==> src/rtl/bf16_add_align.sv <==
// bfloat16 adder front end: unpack, classify, order by magnitude and align the smaller operand.
// Define BF16_ADD_ALIGN_FTZ_EN to flush denormal inputs to signed zero before classification.
`timescale 1ns/1ps
module bf16_add_align #(
  parameter int sig_width = 7,
  parameter int exp_width = 8
) (
  input  logic                           clk,
  input  logic                           rst_n,
  input  logic                           in_valid,
  output logic                           in_ready,
  input  logic [exp_width+sig_width:0]   a,
  input  logic [exp_width+sig_width:0]   b,
  input  logic [2:0]                     rnd,
  output logic                           out_valid,
  input  logic                           out_ready,
  output logic                           big_sign,
  output logic                           small_sign,
  output logic [exp_width-1:0]           big_exp,
  output logic [sig_width:0]             big_mant,
  output logic [sig_width+3:0]           small_mant,
  output logic                           eff_sub,
  output logic [2:0]                     rnd_out,
  output logic                           special,
  output logic [exp_width+sig_width:0]   z_special,
  output logic [7:0]                     status
);

  localparam int fw = sig_width;
  localparam int ew = exp_width;
  localparam int mw = sig_width + 4;
  localparam logic [ew-1:0] emax = '1;

  logic s1_valid, s2_load, s1_adv;

  // in_ready never depends on in_valid, only on registered state and out_ready
  assign s2_load  = !out_valid || out_ready;
  assign s1_adv   = s1_valid && s2_load;
  assign in_ready = !s1_valid || s1_adv;

  logic          sa, sb;
  logic [ew-1:0] ea, eb, xa, xb, d;
  logic [fw-1:0] fa, fb;
  logic          nan_a, nan_b, inf_a, inf_b, zero_a, zero_b, swap;
  logic          c_big_sign, c_small_sign;
  logic [ew-1:0] c_big_exp;
  logic [fw:0]   c_big_mant, c_small_sig;

  always_comb begin
    sa = a[ew+fw];
    sb = b[ew+fw];
    ea = a[ew+fw-1:fw];
    eb = b[ew+fw-1:fw];
    fa = a[fw-1:0];
    fb = b[fw-1:0];
`ifdef BF16_ADD_ALIGN_FTZ_EN
    if (ea == '0) fa = '0;
    if (eb == '0) fb = '0;
`endif
    nan_a  = (ea == emax) && (fa != '0);
    nan_b  = (eb == emax) && (fb != '0);
    inf_a  = (ea == emax) && (fa == '0);
    inf_b  = (eb == emax) && (fb == '0);
    zero_a = (ea == '0) && (fa == '0);
    zero_b = (eb == '0) && (fb == '0);
    // denormals share the minimum normal exponent but lose the hidden bit
    xa = (ea == '0) ? ew'(1) : ea;
    xb = (eb == '0) ? ew'(1) : eb;
    swap = {eb, fb} > {ea, fa};
    if (swap) begin
      c_big_sign   = sb;
      c_small_sign = sa;
      c_big_exp    = xb;
      c_big_mant   = {(eb != '0), fb};
      c_small_sig  = {(ea != '0), fa};
      d            = xb - xa;
    end else begin
      c_big_sign   = sa;
      c_small_sign = sb;
      c_big_exp    = xa;
      c_big_mant   = {(ea != '0), fa};
      c_small_sig  = {(eb != '0), fb};
      d            = xa - xb;
    end
  end

  logic          s1_big_sign, s1_small_sign, s1_sa, s1_sb;
  logic          s1_nan, s1_inf_a, s1_inf_b, s1_zero;
  logic [ew-1:0] s1_big_exp, s1_d;
  logic [fw:0]   s1_big_mant, s1_small_sig;
  logic [2:0]    s1_rnd;

  always_ff @(posedge clk or negedge rst_n) begin
    if (!rst_n) begin
      s1_valid      <= 1'b0;
      s1_big_sign   <= 1'b0;
      s1_small_sign <= 1'b0;
      s1_sa         <= 1'b0;
      s1_sb         <= 1'b0;
      s1_nan        <= 1'b0;
      s1_inf_a      <= 1'b0;
      s1_inf_b      <= 1'b0;
      s1_zero       <= 1'b0;
      s1_big_exp    <= '0;
      s1_d          <= '0;
      s1_big_mant   <= '0;
      s1_small_sig  <= '0;
      s1_rnd        <= '0;
    end else begin
      if (in_ready) s1_valid <= in_valid;
      if (in_ready && in_valid) begin
        s1_big_sign   <= c_big_sign;
        s1_small_sign <= c_small_sign;
        s1_sa         <= sa;
        s1_sb         <= sb;
        s1_nan        <= nan_a || nan_b;
        s1_inf_a      <= inf_a;
        s1_inf_b      <= inf_b;
        s1_zero       <= zero_a && zero_b;
        s1_big_exp    <= c_big_exp;
        s1_d          <= d;
        s1_big_mant   <= c_big_mant;
        s1_small_sig  <= c_small_sig;
        s1_rnd        <= rnd;
      end
    end
  end

  logic [2*mw-1:0]     wide;
  logic [mw-1:0]       aligned;
  logic                sticky;
  logic                c_special;
  logic [ew+fw:0]      c_z;
  logic [7:0]          c_status;

  // lower half of the wide shift catches every bit pushed past the sticky position
  always_comb begin
    wide   = {s1_small_sig, 3'b000, {mw{1'b0}}} >> s1_d;
    sticky = |wide[mw-1:0];
    if (s1_d >= ew'(mw))
      aligned = {{(mw-1){1'b0}}, |s1_small_sig};
    else
      aligned = wide[2*mw-1:mw] | {{(mw-1){1'b0}}, sticky};
  end

  always_comb begin
    c_special = 1'b0;
    c_z       = '0;
    c_status  = 8'h00;
    if (s1_nan || (s1_inf_a && s1_inf_b && (s1_sa != s1_sb))) begin
      c_special = 1'b1;
      c_z       = {1'b0, emax, 1'b1, {(fw-1){1'b0}}};
      c_status  = 8'h04;
    end else if (s1_inf_a || s1_inf_b) begin
      c_special = 1'b1;
      c_z       = {(s1_inf_a ? s1_sa : s1_sb), emax, {fw{1'b0}}};
      c_status  = 8'h02;
    end else if (s1_zero) begin
      c_special = 1'b1;
      c_z       = {((s1_rnd == 3'd2) ? (s1_sa | s1_sb) : (s1_sa & s1_sb)), {(ew+fw){1'b0}}};
      c_status  = 8'h01;
    end
  end

  // output registers only move when S2 may load, so a stalled result stays bit-stable
  always_ff @(posedge clk or negedge rst_n) begin
    if (!rst_n) begin
      out_valid  <= 1'b0;
      big_sign   <= 1'b0;
      small_sign <= 1'b0;
      big_exp    <= '0;
      big_mant   <= '0;
      small_mant <= '0;
      eff_sub    <= 1'b0;
      rnd_out    <= '0;
      special    <= 1'b0;
      z_special  <= '0;
      status     <= 8'h00;
    end else begin
      if (s2_load) out_valid <= s1_valid;
      if (s1_adv) begin
        big_sign   <= s1_big_sign;
        small_sign <= s1_small_sign;
        big_exp    <= s1_big_exp;
        big_mant   <= s1_big_mant;
        small_mant <= aligned;
        eff_sub    <= s1_big_sign ^ s1_small_sign;
        rnd_out    <= s1_rnd;
        special    <= c_special;
        z_special  <= c_z;
        status     <= c_status;
      end
    end
  end

endmodule

==> config.mk <==
export PLATFORM = sky130hd
export DESIGN_NAME = bf16_add_align
export DESIGN_NICKNAME = d
export VERILOG_FILES = /design/src/rtl/bf16_add_align.sv
export SDC_FILE = /design/constraint.sdc
export NUM_CORES = 1
export LEC_CHECK = 0
export CAP_MARGIN = 40
export CORE_MARGIN = 1
export CORE_UTILIZATION = 44
export DETAILED_ROUTE_END_ITERATION = 8
export HOLD_SLACK_MARGIN = 0.06
export PLACE_DENSITY = 0.81
export SYNTH_ARGS = -nofsm -noshare
export SYNTH_HDL_FRONTEND = slang
export SYNTH_SLANG_ARGS = --single-unit
==> constraint.sdc <==
create_clock -name clk -period 2.1 [get_ports clk]
set_clock_uncertainty 0.15 [all_clocks]
set_input_delay 0.21 -clock clk [delete_from_list [all_inputs] [get_ports clk]]
set_output_delay 0.21 -clock clk [all_outputs]
set_load 0.05 [all_outputs]
# Word level (Yosys, flattened, before mapping)
# Index checks and enable logic that the tools add are counted.
word_totals:
  ff_bits: 103
  input_bits: 39
  elab_cells: 86
classes:
  add_sub_neg: 2
  order_cmp: 2
  eq_ne: 4
  shifts: 1
  mux: 20
  n_bitwise: 4
  reduce_logical: 28
ops:
  columns: ["op", "n"]
  rows:
  - ["16-bit two-way mux", 3]
  - ["8-bit two-way mux", 6]
  - ["22-bit by 8-bit >> shifter with 22-bit output", 1]
  - ["8-bit == test, second input constant", 2]
  - ["8-bit zero test", 2]
  - ["8-bit nonzero test", 2]
  - ["8-bit subtractor", 2]
  - ["15-bit greater-than comparator", 1]
  - ["7-bit zero test", 2]
  - ["7-bit nonzero test", 2]
  - ["1-bit logical AND", 11]
  - ["11-bit two-way mux", 1]
  - ["11-bit by 1-bit bitwise OR with 11-bit output", 1]
  - ["11-bit OR reduction", 1]
  - ["8-bit by 4-bit >= comparator with 1-bit output, second input constant", 1]
  - ["1-bit two-way mux", 8]
  - ["8-bit OR reduction", 1]
  - ["1-bit logical OR", 5]
  - ["3-bit by 2-bit == test with 1-bit output, second input constant", 1]
  - ["3-bit two-way mux", 1]
  - ["1-bit zero test", 2]
  - ["2-bit two-way mux", 1]
  - ["1-bit AND", 1]
  - ["1-bit != test", 1]
  - ["2 further kinds", 2]

# Longest topological paths before layout
logic_depth:
  ltp_word: 5
  ltp_mapped: 12
  mapped_depth_nobuf: 12

# Least setup slack after synthesis
# Ideal clock, no wire load.
synth_path:
  path_kind: "register to register"
  start: "register out_valid"
  end: "register s1_big_sign"
  setup_ns: 0.077
  t_arrival_ns: 2.168
  required_ns: 1.873
  slack_ns: -0.295
  path_stages_with_launch: 7
  period_less_slack_ns: 2.395
  cell_sequence: "dfrtp_1 nand3b_1 nand2_1 clkbuf_1 buf_1 nand2_1 o21ai_1"
synth_between:
  elab_chain_len: 5
synth_lines:
  columns: ["element", "line", "text"]
  rows:
  - ["start, declared", "15", "output logic out_valid,"]
  - ["start signal, assigned", "180", "if (s2_load) out_valid <= s1_valid;"]
  - ["1-bit zero test", "37", "assign s2_load = !out_valid || out_ready;"]
  - ["1-bit logical OR", "37", null]
  - ["1-bit logical AND", "38", "assign s1_adv = s1_valid && s2_load;"]
  - ["1-bit logical OR", "39", "assign in_ready = !s1_valid || s1_adv;"]
  - ["net in_ready", "11", "output logic in_ready,"]
  - ["1-bit logical AND", "111", "if (in_ready && in_valid) begin"]
  - ["end signal, assigned", "112", "s1_big_sign <= c_big_sign;"]
  - ["end, declared", "87", "logic s1_big_sign, s1_small_sign, s1_sa, s1_sb;"]
# The timed path passes the listed nets, and every way through them passes these cells.
# A chain may end at the register's enable or synchronous reset.

# Worst setup path in the final report
layout_path:
  start: "input b[12]"
  end: "register s1_d[6]"
layout_between:
  elab_chain_len: 4
layout_lines:
  columns: ["element", "line", "text"]
  rows:
  - ["start, declared", "13", "input logic [exp_width+sig_width:0] b,"]
  - ["8-bit zero test", "68", "xb = (eb == '0) ? ew'(1) : eb;"]
  - ["8-bit two-way mux", "68", null]
  - ["8-bit subtractor (on tied branches)", "83, 76", null]
  - ["8-bit two-way mux (*)", "70", "if (swap) begin"]
  - ["end signal, assigned", "105", "s1_d <= '0;"]
  - ["end signal, assigned", "121", "s1_d <= d;"]
  - ["end, declared", "89", "logic [ew-1:0] s1_big_exp, s1_d;"]
# Every way passes the cells marked *; elsewhere a longest branch is shown, timed or not.

==> results_dict.tcl <==
set metrics [dict create \
    port_buffers 87 \
    first_pass_iters 6 \
    post-route-period-util_pct 103 \
    synth_edf_count 0 \
    grt_pass1_wl_um 24400 \
    start_util_pct 45.7 \
    nNetsFinal 835 \
    antenna_found_initial 0 \
    h-tree-depth 3 \
    vias 5034 \
    cp.arrival_ns 2.23 \
    rsz0062_at_grt "yes" \
    cts-root-buf "clkbuf_16" \
    intPower_w 0.00398 \
    synthTopCellsByCount "136 x nand2_1, 84 x dfrtp_1, 37 x mux2i_1" \
    p_comb_share_pct 42.1 \
    async_reset_ff_share_pct 100 \
    maxCapViolCount 0 \
    slowest_delay_ns 0.35 \
    clk_pin_slew_ns 0.07 \
    timing.fmax_ghz 0.462 \
    worst_path_most_repeated_cell "o21ai_1" \
    ios 99 \
    fp-row-count 39 \
    synth_area_mm2 0.00528 \
    crit_family "compound AO/OA/AOI/OAI gates" \
    clkLatencyLatePin_ns 0.34 \
    r2r-start "s1_d[1]" \
    via_per_inst 5.53 \
    maxSlewHeadroom_pct 59.5 \
    violations "DRC, setup timing" \
    routed_wl_um 15800 \
    die-area_mm2 0.0124 \
    crit_slowest_cell "nor4_4" \
    critPathKind "primary input to flip-flop" \
    yosysMostFrequentCell "nand2_1" \
    tightest_slew_ns 0.607 \
    cp_cell_sequence "buf_6 > nor4_4 > a21oi_2 > inv_2 > ha_2 > fa_2 > nor2b_1 > o21ai_1 > nand2b_1 > a221oi_2 > mux2i_2 > xnor2_1 > o21ai_1" \
    p_per_area_mw_per_mm2 828 \
    area_delta_synth_final_pct 47.6 \
    grt_max_degree 77 \
    ys_ff_latch 84 \
    post-place-ws_ns -0.825 \
    crit_fanout 2 \
    period_minus_slack_ns 2.17 \
    syn_inst 595 \
    final_cells 911 \
    yosysTopAreaCell "dfrtp_1" \
    yosys-top-cells-area "dfrtp_1 40%, nand2_1 9.7%, ha_1 7.3%" \
    power_frac_seq_pct 32.3 \
    post-place-cells 864 \
    dp_hpwl_um 10500 \
    core-area_mm2 0.0116 \
    p_sw_share_pct 38.3 \
    drive_gt1_share_pct 31.4 \
    n_antenna_cell 0 \
    min_path_type "primary input to flip-flop" \
    startpoint "b[12]" \
    ys_types 63 \
    hold_violations 0 \
    synth_area_per_cell_um2 8.87 \
    cts_made_buffers 9 \
    avgRoutedWirePerCell_um 17.3 \
    grt_usage_pct 25.0 \
    drc 7 \
    first_global_vias 4973 \
    path_buf_inv 2 \
    fillCellCount 864 \
    grt-ovfl-total 0 \
    clock_sinks 84 \
    timing.final.ws_setup_ns -0.0654 \
    ys.flop_type "dfrtp_1" \
    p_switching_w 0.00247 \
    cp_data_required_time_ns 2.16 \
    hold_slack_ns 0.146 \
    min_from "a[2]" \
    die_width_um 112 \
    drt.antenna.violating_nets 0 \
    cp-end-kind "flip-flop" \
    setup_viol 1 \
    die-height_um 112 \
    drt_iter0_markers 496 \
    start_kind "primary input" \
    p_clk_share_pct 25.6 \
    status "finished, violations left" \
    ys_warn_count 0 \
    gp_congestion 0.882 \
    synth_top_area_share_pct 39.8 \
    slew_viol_final 0 \
    seq_area_frac_synth_pct 39.8 \
    cts_tree "built" \
    power_leakage_nw 3.62 \
    cts_buffer_depth 2 \
    ir_drop_mv 0.483 \
]
[worst paths after layout]
kind                                   to  slack, ns  cells past startpoint
hold reg to reg                big_exp[4]       0.32                      2
max in group asynchronous         s1_d[1]       0.88                      3
hold / removal             s1_big_mant[2]       0.15                      4
setup / recovery                  s1_d[6]      -0.07                     13
setup reg to reg            small_mant[0]       0.01                      8
min in group asynchronous       s1_rnd[0]       0.26                      2
[placed cells by master, fill, tap and decap left out, drive strengths merged, types with 2 or more instances in the layout]
cell type,count
a211oi,4
a21o,4
a21oi,18
a221oi,5
a22o,3
a22oi,2
a31oi,2
and2,5
buf,135
clkbuf,19
clkdlybuf4s15,2
clkdlybuf4s50,55
clkinv,3
conb,11
dfrtp,84
dlygate4sd2,4
fa,2
ha,31
inv,37
mux2,6
mux2i,37
nand2,136
nand2b,6
nand3,8
nand3b,3
nand4,9
nor2,14
nor2b,7
nor3,9
nor4,10
o21ai,57
o22a,2
o22ai,2
o31ai,4
o41ai,2
or2,2
or4,2
xnor2,6
xor2,2
[metal layers]
metal | wire [um] | GRT usage (%) | part of all wire (%)
met2 | 8360 | 45.0 | 53
met3 | 561 | 4.84 | 3.6
met5 | 0 | 0 | 0
met4 | 552 | 11.4 | 3.5
met1 | 6300 | 28.7 | 40
[what timing repair did]
action | in CTS | in global routing
gates cloned | 1 | 1
buffers inserted | 20 | 10
endpoints found under the setup margin | 34 | 26
hold endpoints to repair | 45 | 0
gates resized for setup | 127 | 83
pin swaps | 25 | 32
hold buffers | 1 | 0
[through the flow]
stage,utilization (%),cell area [um2],TNS (ns),power [W]
floorplan,-,5390,0,0.00364
global placement,58.8,6800,-20.97,0.00445
detailed placement,58.8,6800,-24.57,0.00451
CTS,64.7,7490,0,0.00629
global route,67.4,7790,-0.499,0.00674
finish,67.4,7790,-0.0654,0.00645
[final cells by class]
cell class / count / area [um2] / share of cell area [%]
Multi-Input combinational cell: 427 / 3200 / 41.1
Sequential cell: 84 / 2100 / 27.0
Timing Repair Buffer: 206 / 1870 / 24.0
Clock buffer: 10 / 239 / 3.07
Tap cell: 143 / 179 / 2.30
Inverter: 35 / 131 / 1.69
Clock inverter: 6 / 70.1 / 0.899
[state kept, by name (all words and copies together) (netlist names), 2 cells and up]
name,count
small_mant,11
s1_big_mant,8
s1_small_sig,8
big_exp,8
big_mant,8
status,2
s1_d,8
rnd_out,3
z_special,3
s1_big_exp,8
s1_rnd,3
[power by group through the flow]
stage | clock, W | combinational (W) | sequential, W
after floorplan | 0 | 0.00116 | 0.00247
after global placement | 0 | 0.00236 | 0.00209
after detailed placement | 0 | 0.00241 | 0.00211
after CTS | 0.00167 | 0.00254 | 0.00208
after global routing | 0.00174 | 0.00289 | 0.00211
final | 0.00165 | 0.00272 | 0.00208
[worst register-to-register path: cells and delay by family, from the launching register on]
kind	cells	cell delay, ns
AND/OR/NAND/NOR	2	0.46
flip-flops	1	0.46
AO/OA/AOI/OAI	4	0.55
buffers and inverters	1	0.16
multiplexers	1	0.18
[cells by family (layout without fill, tap and decap cells)]
kind of cell / count (synthesis) / after routing / synth area share [%]
AOI/OAI and AO/OA: 116 / 116 / 14.1
xor gates and xnor gates: 8 / 8 / 1.33
other: 1 / 11 / 0.0710
and+or+nand+nor: 215 / 215 / 18.5
buffers and inverters: 94 / 257 / 9.24
muxes: 44 / 44 / 8.86
adders and majority gates: 33 / 33 / 8.10
DFF: 84 / 84 / 39.8
Power figures use the tool's default switching activity.
